`config.mk`:
```
export PLATFORM = sky130hd
export DESIGN_NAME = picomips_seq_mult
export DESIGN_NICKNAME = d
export VERILOG_FILES = /design/src/rtl/picomips_seq_mult.sv
export SDC_FILE = /design/constraint.sdc
export NUM_CORES = 1
export LEC_CHECK = 0
export CAP_MARGIN = 20
export CORE_MARGIN = 3
export CORE_UTILIZATION = 52
export DETAILED_ROUTE_END_ITERATION = 10
export HOLD_SLACK_MARGIN = 0.03
export PLACE_DENSITY_LB_ADDON = 0.1
export SETUP_SLACK_MARGIN = 0.15
export SLEW_MARGIN = 20
export SYNTH_ARGS = -nofsm -noshare
export SYNTH_HDL_FRONTEND = slang
export SYNTH_SLANG_ARGS = --single-unit
```
`constraint.sdc`:
```
create_clock -name clk -period 2.7 [get_ports clk]
set_clock_uncertainty 0.05 [all_clocks]
set_input_delay 0.54 -clock clk [delete_from_list [all_inputs] [get_ports clk]]
set_output_delay 0.54 -clock clk [all_outputs]
set_load 0.01 [all_outputs]
```
`src/rtl/picomips_seq_mult.sv`:
```
// picoMIPS execute-stage sequential multiplier (shift-add, one partial
// product per cycle). Operands come from the register-file read ports; the
// selected product slice and its destination address go back to the
// register-file write port with a one-cycle write strobe.
//
// Build option: define SIGNED_MULT_EN to treat a/b as two's complement
// (magnitude multiply with a sign fix-up at completion). Without it the
// operands are unsigned and no sign logic exists.
//
// state | meaning
// IDLE  | waiting for start; operands and destination latched on accept
// RUN   | n shift-add iterations, busy=1, core stalled
// DONE  | single cycle, done=1, wr_en=1 unless destination is r0

module picomips_seq_mult #(
   parameter int n         = 8,
   parameter int OUT_SHIFT = 0
) (
   input  logic         clk,
   input  logic         reset,
   input  logic         start,
   input  logic [n-1:0] a,
   input  logic [n-1:0] b,
   input  logic [4:0]   dest_in,
   output logic         busy,
   output logic         done,
   output logic         wr_en,
   output logic [4:0]   dest_out,
   output logic [n-1:0] result
);

   localparam int CW = (n > 2) ? $clog2(n) : 1;

   typedef enum logic [1:0] {IDLE, RUN, DONE} state_t;

   state_t           state;
   logic [2*n-1:0]   acc;
   logic [2*n-1:0]   mcand;
   logic [n-1:0]     mplier;
   logic [CW-1:0]    count;
   logic [4:0]       dest_lat;

   logic [n-1:0]     mag_a;
   logic [n-1:0]     mag_b;
   logic [2*n-1:0]   addend;
   logic [2*n-1:0]   acc_next;
   logic [2*n-1:0]   product;

`ifdef SIGNED_MULT_EN
   logic             sign;

   // Magnitudes of the two's complement operands; -2^(n-1) maps to 2^(n-1),
   // which still fits in n unsigned bits.
   always_comb begin
      mag_a = a[n-1] ? -a : a;
      mag_b = b[n-1] ? -b : b;
   end
`else
   // Unsigned operands pass straight through.
   always_comb begin
      mag_a = a;
      mag_b = b;
   end
`endif

   // Next accumulator value, and the final product including the last
   // partial product so the result can be captured on the DONE entry edge.
   always_comb begin
      addend   = mplier[0] ? mcand : '0;
      acc_next = acc + addend;
`ifdef SIGNED_MULT_EN
      product  = sign ? -acc_next : acc_next;
`else
      product  = acc_next;
`endif
   end

   // Controller FSM with datapath and registered outputs.
   always_ff @(posedge clk) begin
      if (reset) begin
         state    <= IDLE;
         acc      <= '0;
         mcand    <= '0;
         mplier   <= '0;
         count    <= '0;
         dest_lat <= '0;
         busy     <= 1'b0;
         done     <= 1'b0;
         wr_en    <= 1'b0;
         dest_out <= '0;
         result   <= '0;
`ifdef SIGNED_MULT_EN
         sign     <= 1'b0;
`endif
      end else begin
         done  <= 1'b0;
         wr_en <= 1'b0;
         case (state)
            IDLE: begin
               if (start) begin
                  acc      <= '0;
                  mcand    <= {{n{1'b0}}, mag_a};
                  mplier   <= mag_b;
                  dest_lat <= dest_in;
                  count    <= CW'(n - 1);
                  busy     <= 1'b1;
                  state    <= RUN;
`ifdef SIGNED_MULT_EN
                  sign     <= a[n-1] ^ b[n-1];
`endif
               end
            end
            RUN: begin
               acc    <= acc_next;
               mcand  <= mcand << 1;
               mplier <= mplier >> 1;
               count  <= count - 1'b1;
               if (count == '0) begin
                  state    <= DONE;
                  busy     <= 1'b0;
                  done     <= 1'b1;
                  // r0 is hardwired; never strobe a write to it.
                  wr_en    <= (dest_lat != 5'd0);
                  dest_out <= dest_lat;
                  result   <= product[OUT_SHIFT +: n];
               end
            end
            DONE: begin
               state <= IDLE;
            end
            default: begin
               state <= IDLE;
            end
         endcase
      end
   end

endmodule

```
==> results of run 1 <==
cells in the final DEF (no fill, tap or decap), types with 2 or more instances in the layout:
master,netlist,layout
a221oi_1,2,2
nor3_1,2,2
a311oi_1,16,16
ha_1,9,9
nor3b_1,2,2
nor2_1,30,30
dfxtp_1,50,50
buf_4,0,7
xor2_1,2,2
nand2b_1,4,4
nand2_1,56,56
inv_1,5,5
a21o_1,3,3
a211o_1,2,2
nand4b_1,3,3
or4_1,4,4
clkdlybuf4s50_1,0,39
o21a_1,2,2
nand3_1,5,5
nand3b_1,2,2
or3_1,3,3
o21ai_0,9,9
a21oi_1,23,23
clkbuf_8,0,5
and2_1,8,8
a22oi_1,3,3
nor2b_1,4,4
cell type report:
type / instances / area (µm²)
sequential: 50 / 1000
inverter: 5 / 18.8
clock inverter: 2 / 37.5
multi-input combinational: 207 / 1220
clock buffer: 6 / 72.6
fill: 345 / 1290
tap: 50 / 62.6
timing repair buffer: 46 / 443
cells in the mapped netlist, types with 2 or more instances:
master	n	area (µm²)
a221oi_1	2	17.5
nand3_1	5	25.0
dfxtp_1	50	1000
clkbuf_1	13	48.8
nor3_1	2	10.0
buf_2	6	30.0
nand2b_1	4	25.0
a211o_1	2	17.5
o21ai_0	9	45.0
nand4b_1	3	26.3
nor2b_1	4	25.0
a21oi_1	23	115
or3_1	3	18.8
a22oi_1	3	22.5
or4_1	4	30.0
nor2_1	30	113
nand2_1	56	210
ha_1	9	113
nand3b_1	2	15.0
a21o_1	3	22.5
xor2_1	2	17.5
a311oi_1	16	140
o21a_1	2	15.0
and2_1	8	50.1
inv_1	5	18.8
nor3b_1	2	15.0
layer usage:
metal	vias to the layer above	global-route usage (%)
met5	-	0
met4	0	6.15
met3	5	4.68
met2	62	31.3
met1	918	26.4
li1	1049	-
cell families after synthesis:
| group | count (synthesis) | share of synthesized area (%) |
|---|---|---|
| flip-flops | 50 | 43.1 |
| XOR/XNOR | 2 | 0.755 |
| AO/OA/AOI/OAI | 70 | 21.0 |
| adder cells (fa/ha/maj) | 10 | 5.72 |
| buffers and inverters | 24 | 4.21 |
| AND/OR/NAND/NOR | 125 | 25.1 |
worst max-delay path, delay by kind of cell (launching register included):
kind / cells / cell delay (ps)
adder cells (fa/ha/maj): 2 / 640
AND/OR/NAND/NOR: 1 / 160
AO/OA/AOI/OAI: 4 / 1010
flip-flops: 1 / 370
sequential cells by signal, summed over array words and instances, names as in the netlist:
signal / count
count: 3
dest_lat: 5
result: 8
state: 2
mcand: 8
dest_out: 5
wr_en: 1
busy: 1
mplier: 8
done: 1
acc: 8
stage by stage:
| stage | hold WS (ps) | cell area [µm²] | worst slack, ps | power [W] |
|---|---|---|---|---|
| 2_1_floorplan | 386 | 2320 | 569 | 0.000976 |
| 6_report | 406 | 2860 | 377 | 0.00157 |
| 3_3_place_gp | 391 | 2750 | 513 | 0.00106 |
| 5_1_grt | 421 | 2860 | 314 | 0.00164 |
| 3_5_place_dp | 396 | 2750 | 405 | 0.00106 |
| 4_1_cts | 409 | 2860 | 394 | 0.00158 |
worst max path at each step:
| stage | start | to | slack (ps) | depth (start not counted) |
|---|---|---|---|---|
| final | mplier[0] | result[6] | 380 | 7 |
| after global routing | mplier[0] | result[6] | 310 | 7 |
| after CTS | mplier[0] | result[6] | 390 | 7 |
| after detailed placement | mplier[0] | result[6] | 400 | 7 |
| after global placement | mplier[0] | result[6] | 510 | 7 |
| after floorplan | mplier[0] | result[6] | 570 | 7 |
power by group through the flow:
| stage | registers, W | clock network (W) | logic (W) |
|---|---|---|---|
| CTS | 0.000813 | 0.000531 | 0.000235 |
| finish | 0.000814 | 0.000522 | 0.000233 |
| detailed placement | 0.000830 | 0 | 0.000234 |
| global route | 0.000821 | 0.000555 | 0.000263 |
| global placement | 0.000829 | 0 | 0.000229 |
| floorplan | 0.000822 | 0 | 0.000154 |
==> summary.txt, run 1 <==
Status
  – Status: finished clean

Worst hold path
  – Hold Startpoint: result[2]
  – Hold endpoint: result[2]
  – Worst min path class: register to register
  – WHS Path Cells: 2

Yosys
  – Syn Nets: 315
  – Top FF cell, synth: dfxtp_1
  – Mapped Cells: 281
  – Post-Syn Area: 2320 µm²
  – Mean Syn Cell Area: 8.26 µm²
  – Seq/Total Area, Yosys: 43.1%
  – Flops & latches, synth: 50
  – Synth unique cells: 39
  – EDFF count, synth: 0
  – Async SR Flop Fraction: 0%
  – YS warnings: 0

Detailed routing
  – WL met3: 274 µm
  – Metal1 wirelength: 2360 µm
  – Drt total wl: 4930 µm
  – Via-per-instance ratio: 5.56
  – Via count: 2034
  – DRT antenna net count: 0
  – WL/cell: 13.5 µm
  – DR WL met2: 2240 µm
  – Drc violations: 0
  – Number of DRC markers in iteration 0: 117
  – Top layer in use: met4
  – 1st-pass router iterations: 4

Global routing
  – Initial antenna violation count: 0
  – Tot GR Track Use: 19.6%
  – Pin count of the biggest net entering global routing: 40
  – First-pass GRT wire length: 8310 µm
  – Vias in the first global route: 1804
  – GRT overflow: 0

Timing
  – Fmax: 431 MHz
  – Slew Limit Fails: 0
  – Tmin final: 2320 ps
  – Worst slew pin tran: 644 ps
  – Rel. slew slack: 56.9%
  – Setup TNS: 0 ps
  – Fin. Hold Viols: 0
  – RSZ-0062 raised after global routing: false
  – Final setup vio count: 0
  – Final period util: 86.0%

Cells and area
  – Non-Filler Instances: 366
  – Layout Nets: 349
  – Layout area overhead: 23.1%
  – Ant diodes: 0
  – Share of cells above drive strength 1: 5.70%
  – Fin util: 68.9%

Critical path
  – CP Capture Type: register
  – Worst Setup Start Kind: register
  – CP arrival: 2490 ps
  – Critical path type: register to register
  – Critical path's slowest cell: fa_1
  – R2R Path End: result[6]
  – CP max FO: 9
  – Reg2Reg Depth: 7
  – Reg-to-Reg Start: mplier[0]
  – Crit path largest cell delay: 430 ps
  – Worst Path Required: 2860 ps
  – Critical path, cell by cell: and2_1 > ha_1 > fa_1 > a211o_1 > a2111o_1 > o311a_1 > o31ai_2
  – R2R Setup Slk: 380 ps

Die
  – IO Pins: 40
  – Starting Density: 56.0%
  – Core area: 4140 µm²
  – Die width: 72.8 µm
  – Row cnt: 23
  – Die ar.: 5300 µm²
  – Die height: 72.8 µm

Pwr
  – NetSw: 0.000402 W
  – P_int: 0.00117 W
  – Part of the power in registers: 51.9%
  – Logic pwr share: 14.9%
  – Sw Share: 25.6%
  – Worst VDD drop: 0.382 mV
  – Pwr/cell area: 549 nW/µm²
  – Clock Power Share: 33.2%
  – Static leakage: 1.12 nW

Placement
  – Buffers added on ports: 39
  – Estimated wirelength of the detail-placed design: 3550 µm
  – # placed instances: 358
  – Routability Congestion: 0.853

CTS
  – Setup bufs post-CTS: 0
  – CTS Root Cell: clkbuf_8
  – Post-CTS sizing: 0
  – TritonCTS clock tree: yes
  – CTS sink cnt: 50
  – Hold Buf Count CTS: 0
  – Clk buf depth: 2
  – Clock Latency Late Sink: 300 ps
  – H-tree Lvls: 2
  – Clk pin slew, worst setup/hold paths: 80 ps
  – Num CTS Buffers: 5

Run
  – Max-Cap Viols: 0
(Power assumes the default switching activity.)
==> run 2, diff against run 1 <==
CORE_MARGIN = 4   (was 3)
HOLD_SLACK_MARGIN = 0.08   (was 0.03)
==> run 2 against run 1 <==
Against the previous run:
- critical path type unchanged
- global-route usage is 0.16 points lower
- critical path depth stayed put
- final cell count is 0.55% higher
- wire length is 3.8% higher
- utilization is 3.2 points lower
- hold slack worse by 1.3 ps
- via count is 1.5% higher
- register-to-register slack better by 30 ps
- first-iteration DRC count is 18% lower
==> summary.txt, run 2 (same netlist as run 1, synthesis figures left out) <==
CTS
  – Hold Buf Count CTS: 0 (unchanged)
  – Clk pin slew, worst setup/hold paths: 90 ps (about the same)
  – H-tree Lvls: 2 (unchanged)
  – Clk buf depth: 2 (unchanged)
  – CTS Root Cell: clkbuf_8
  – TritonCTS clock tree: yes
  – CTS sink cnt: 50 (unchanged)
  – Clock Latency Late Sink: 310 ps (about the same)
  – Setup bufs post-CTS: 0 (unchanged)
  – Num CTS Buffers: 5 (unchanged)
  – Post-CTS sizing: 0 (unchanged)

Cells and area
  – Ant diodes: 0 (unchanged)
  – Commonest cells after routing, fill and taps aside: 56 x nand2_1, 50 x dfxtp_1, 39 x clkdlybuf4s50_1
  – Commonest non-fill, non-tap cell in the layout: nand2_1
  – Fin util: 65.8% (-3.2 points)
  – Share of cells above drive strength 1: 5.70% (unchanged)
  – Layout Nets: 349 (unchanged)
  – Layout area overhead: 22.6%

Detailed routing
  – Via count: 2065 (+1.5%)
  – WL/cell: 13.9 µm (+3.2%)
  – Drt total wl: 5110 µm (+3.8%)
  – DRT antenna net count: 0 (unchanged)
  – Drc violations: 0 (unchanged)
  – Via-per-instance ratio: 5.61 (+0.97%)
  – 1st-pass router iterations: 4 (unchanged)
  – Number of DRC markers in iteration 0: 96 (-18%)

Critical path
  – CP Capture Type: register
  – Delay-heaviest family, CP: compound AO/OA/AOI/OAI gates
  – Critical path, cell by cell: and2_1 > ha_1 > fa_1 > a211o_1 > a2111o_1 > o311a_1 > o31ai_2
  – WP buf/inv: 0 (unchanged)
  – Critical path type: register to register
  – CP arrival: 2470 ps (-20 ps)
  – Worst Setup Start Kind: register
  – CP max FO: 9 (unchanged)
  – Crit path largest cell delay: 420 ps (about the same)
  – Worst Path Required: 2880 ps (+20 ps)
  – Critical path's slowest cell: fa_1

Placement
  – Routability Congestion: 0.788 (-7.7%)
  – Buffers added on ports: 39 (unchanged)
  – Estimated wirelength of the detail-placed design: 3620 µm (+2.0%)
  – DP Worst Slack: 451 ps (+46.6 ps)

Timing
  – Final period util: 84.8% (-1.3 points)
  – Tmin final: 2290 ps (-33.9 ps)
  – Final hold slack: 405 ps (-1.33 ps)
  – Slew Limit Fails: 0 (unchanged)
  – Rel. slew slack: 57.2% (+0.28 points)
  – Final setup margin: 411 ps (+33.9 ps)
  – Worst slew pin tran: 639 ps (-4.19 ps)
  – Fmax: 437 MHz (+1.5%)
  – Final setup vio count: 0 (unchanged)
  – Fin. Hold Viols: 0 (unchanged)
  – Setup TNS: 0 ps (unchanged)
  – RSZ-0062 raised after global routing: false

Global routing
  – GRT overflow: 0 (unchanged)
  – Tot GR Track Use: 19.5% (-0.16 points)
  – First-pass GRT wire length: 8380 µm (+0.83%)
  – Initial antenna violation count: 0 (unchanged)
  – Pin count of the biggest net entering global routing: 46 (+15%)
  – Vias in the first global route: 1869 (+3.6%)

Die
  – Die ar.: 5590 µm² (+5.6%)
  – Die height: 74.8 µm (+2.7%)
  – Core area: 4320 µm² (+4.3%)
  – IO Pins: 40 (unchanged)
  – Starting Density: 53.6% (-2.3 points)
  – Die width: 74.8 µm (+2.7%)
  – Row cnt: 24 (+4.3%)

Pwr
  – Part of the power in registers: 53.6% (+1.7 points)
  – Worst VDD drop: 0.316 mV (-17%)
  – Clock Power Share: 31.0% (-2.2 points)
  – NetSw: 0.000417 W (+3.8%)
  – P_int: 0.00110 W (-5.5%)
  – Static leakage: 1.11 nW (-0.23%)
  – Pwr Total: 0.00152 W (-3.1%)
  – Pwr/cell area: 534 nW/µm² (-2.7%)
  – Sw Share: 27.4% (+1.8 points)
  – Logic pwr share: 15.5% (+0.6 points)

Run
  – Max-Cap Viols: 0 (unchanged)

Status
  – Status: finished clean

Worst hold path
  – Worst min path class: register to register
==> run 2: layout make-up <==
type                    count  area (µm²)
flip-flops and latches     50        1000
repair buffers             46         443
multi-input cells         207        1220
inverters                   5        18.8
clock buffers               7        86.3
fillers                   392        1480
clock inverters             1        8.76
well taps                  52        65.1
==> run 2: metal layers <==
layer  global-route usage, %  routed length, µm  share of wire, %  vias to the layer above
li1                        -                  -                 -                     1055
met1                    25.4               2420                47                      945
met2                    31.6               2370                46                       57
met3                    4.14                240               4.7                        8
met4                    7.71                 80               1.6                        0
met5                       0                  0                 0                        -
==> run 2: tightest hold or removal path: stages, from the launching register on <==
cell and delay (ps):
dfxtp_1 320, nand2_1 50, a21oi_1 50
==> run 2: power groups by stage <==
| stage | clock, W | sequential [W] | combinational, W |
|---|---|---|---|
| 6_report | 0.000470 | 0.000814 | 0.000235 |
| 5_1_grt | 0.000501 | 0.000821 | 0.000262 |
| 4_1_cts | 0.000476 | 0.000814 | 0.000236 |
| 3_5_place_dp | 0 | 0.000831 | 0.000235 |
| 3_3_place_gp | 0 | 0.000829 | 0.000231 |
| 2_1_floorplan | 0 | 0.000822 | 0.000154 |
==> run 2: path summary, 6_finish.rpt <==
path	startpoint	end	slack [ps]	depth (start not counted)
worst max-delay path	mplier[0]	result[6]	410	7
worst min-delay path	dest_out[1]	dest_out[1]	410	2
worst max register to register	mplier[0]	result[6]	410	7
worst min register to register	dest_out[1]	dest_out[1]	410	2
==> run 2: per-stage QoR <==
step                      std cells  cell area, µm²
after floorplan                 281            2320
after global placement          360            2750
after detailed placement        360            2750
after CTS                       368            2840
after global routing            368            2840
final                           368            2840
==> run 3, diff against run 2 <==
clock period = 2.3 ns   (was 2.7 ns; I/O delays follow)
==> run 3 against run 2 <==
Against the previous run:
- wire length is 1.3% lower
- largest power group unchanged
- sequential cell count stayed put
- global-route usage is 0.22 points lower
- sequential share of layout area is 0.55 points lower
- combinational power is 23% higher
- hold slack hardly changed
- register-to-register slack worse by 200 ps
==> summary.txt, run 3 (same netlist as run 1, synthesis figures left out) <==
Status
  – Status: finished clean

Critical path
  – Critical path, cell by cell: and2_1 > ha_2 > fa_2 > a211o_1 > a2111o_1 > o311a_1 > o31ai_2
  – R2R Setup Slk: 210 ps (-200 ps)
  – Worst Path Required: 2470 ps (-410 ps)
  – Worst Setup Start Kind: register
  – WP buf/inv: 0 (unchanged)
  – CP max FO: 2 (-7)
  – CP Capture Type: register
  – Critical path type: register to register
  – Reg-to-Reg Start: mcand[0]
  – Delay-heaviest family, CP: compound AO/OA/AOI/OAI gates
  – Critical path's slowest cell: a2111o_1
  – R2R Path End: result[6]
  – Reg2Reg Depth: 7 (unchanged)
  – Crit path largest cell delay: 360 ps (-60 ps)
  – CP arrival: 2260 ps (-210 ps)

Detailed routing
  – DRT antenna net count: 0 (unchanged)
  – Via count: 2099 (+1.6%)
  – 1st-pass router iterations: 5 (+1)
  – Number of DRC markers in iteration 0: 103 (+7.3%)
  – Via-per-instance ratio: 5.61 (about the same)
  – Drt total wl: 5040 µm (-1.3%)
  – Drc violations: 0 (unchanged)
  – WL/cell: 13.5 µm (-2.9%)

Timing
  – Rel. slew slack: 56.1% (-1.1 points)
  – Final setup vio count: 0 (unchanged)
  – Slew Limit Fails: 0 (unchanged)
  – Final period util: 90.7% (+5.9 points)
  – Fmax: 480 MHz (+9.7%)
  – Fin. Hold Viols: 0 (unchanged)
  – Setup TNS: 0 ps (unchanged)
  – Worst slew pin tran: 656 ps (+16.7 ps)
  – RSZ-0062 raised after global routing: true
  – Final setup margin: 215 ps (-197 ps)
  – Tmin final: 2090 ps (-203 ps)

CTS
  – Clk buf depth: 2 (unchanged)
  – Clk pin slew, worst setup/hold paths: 90 ps (about the same)
  – H-tree Lvls: 2 (unchanged)
  – CTS sink cnt: 50 (unchanged)
  – Clock Latency Late Sink: 300 ps (about the same)
  – CTS Root Cell: clkbuf_8
  – Hold Buf Count CTS: 0 (unchanged)
  – Num CTS Buffers: 5 (unchanged)
  – TritonCTS clock tree: yes

Pwr
  – Worst VDD drop: 0.408 mV (+29%)
  – Pwr Total: 0.00174 W (+15%)
  – Pwr/cell area: 601 nW/µm² (+13%)
  – Static leakage: 1.14 nW (+2.2%)

Worst hold path
  – WHS Path Cells: 2 (unchanged)
  – Hold Startpoint: result[2]
  – Worst min path class: register to register
  – Hold endpoint: result[2]

Die
  – Core area: 4320 µm² (unchanged)
  – Die width: 74.8 µm (unchanged)
  – Die height: 74.8 µm (unchanged)
  – Row cnt: 24 (unchanged)
  – Starting Density: 53.6% (unchanged)
  – IO Pins: 40 (unchanged)
  – Die ar.: 5590 µm² (unchanged)

Cells and area
  – Commonest non-fill, non-tap cell in the layout: nand2_1
  – Register Area: 1000 µm² (+0.25%)
  – Ant diodes: 0 (unchanged)
  – Layout area overhead: 24.9%
  – Area of the multi-input gates: 1230 µm² (+0.82%)
  – Fillers: 391 (-0.26%)
  – Commonest cells after routing, fill and taps aside: 56 x nand2_1, 48 x dfxtp_1, 39 x clkdlybuf4s50_1
  – Share of cells above drive strength 1: 9.63% (+3.9 points)
  – Layout Nets: 356 (+2.0%)

Global routing
  – Tot GR Track Use: 19.3% (-0.22 points)
  – Vias in the first global route: 1900 (+1.7%)
  – GRT overflow: 0 (unchanged)
  – Pin count of the biggest net entering global routing: 31 (-33%)
  – Initial antenna violation count: 0 (unchanged)
  – First-pass GRT wire length: 8290 µm (-0.99%)

Placement
  – Estimated wirelength of the detail-placed design: 3700 µm (+2.1%)
  – DP Worst Slack: 101 ps (-351 ps)
  – Routability Congestion: 0.814 (+3.3%)
  – Buffers added on ports: 39 (unchanged)

Run
  – Max-Cap Viols: 0 (unchanged)
[run 3: layout make-up]
class	count	area share, %
Multi-Input combinational cell	207	42.5
Sequential cell	50	34.6
Timing Repair Buffer	53	17.1
Clock buffer	5	2.38
Tap cell	52	2.25
Inverter	5	0.648
Clock inverter	2	0.475
[run 3: power by group]
part	total, W	leakage [nW]	internal [W]	switching [W]
Clock	0.000499	0.0444	0.000211	0.000289
Combinational	0.000288	0.684	0.000135	0.000153
Sequential	0.000955	0.410	0.000919	0.0000353
Total	0.00174	1.14	0.00126	0.000477
[run 3: repair_timing]
item,in CTS,in global routing
gates resized for setup,3,4
pin swaps,2,2
cloned,0,0
setup buffers,2,1
endpoints found under the setup margin,2,3
[run 3: worst max-delay path by stage]
| stage | start | endpoint | slack (ps) | cells past startpoint |
|---|---|---|---|---|
| floorplan | mplier[0] | result[6] | 170 | 7 |
| global placement | mcand[0] | result[6] | 130 | 7 |
| detailed placement | mcand[0] | result[6] | 100 | 7 |
| CTS | mcand[0] | result[6] | 150 | 7 |
| global route | mcand[0] | result[6] | 150 | 7 |
| finish | mcand[0] | result[6] | 210 | 7 |
[run 3: metrics by stage]
| stage | instance area (µm²) | std cells | utilization [%] | hold WS (ps) |
|---|---|---|---|---|
| after floorplan | 2320 | 281 | - | 386 |
| after global placement | 2780 | 364 | 64.3 | 391 |
| after detailed placement | 2780 | 364 | 64.3 | 397 |
| after CTS | 2880 | 373 | 66.7 | 409 |
| after global routing | 2900 | 374 | 67.0 | 424 |
| final | 2900 | 374 | 67.0 | 405 |
[run 3: worst register-to-register path, stage by stage, from the launching register on]
cell,delay [ps]
dfxtp_2,330
and2_1,150
ha_2,180
fa_2,340
a211o_1,290
a2111o_1,360
o311a_1,150
o31ai_2,170
[run 3: layer usage]
layer | vias to the layer above | GRT usage, % | routed length [µm]
li1 | 1074 | - | -
met1 | 962 | 25.2 | 2460
met2 | 59 | 31.7 | 2240
met3 | 4 | 4.41 | 291
met4 | 0 | 5.93 | 53
met5 | - | 0 | 0
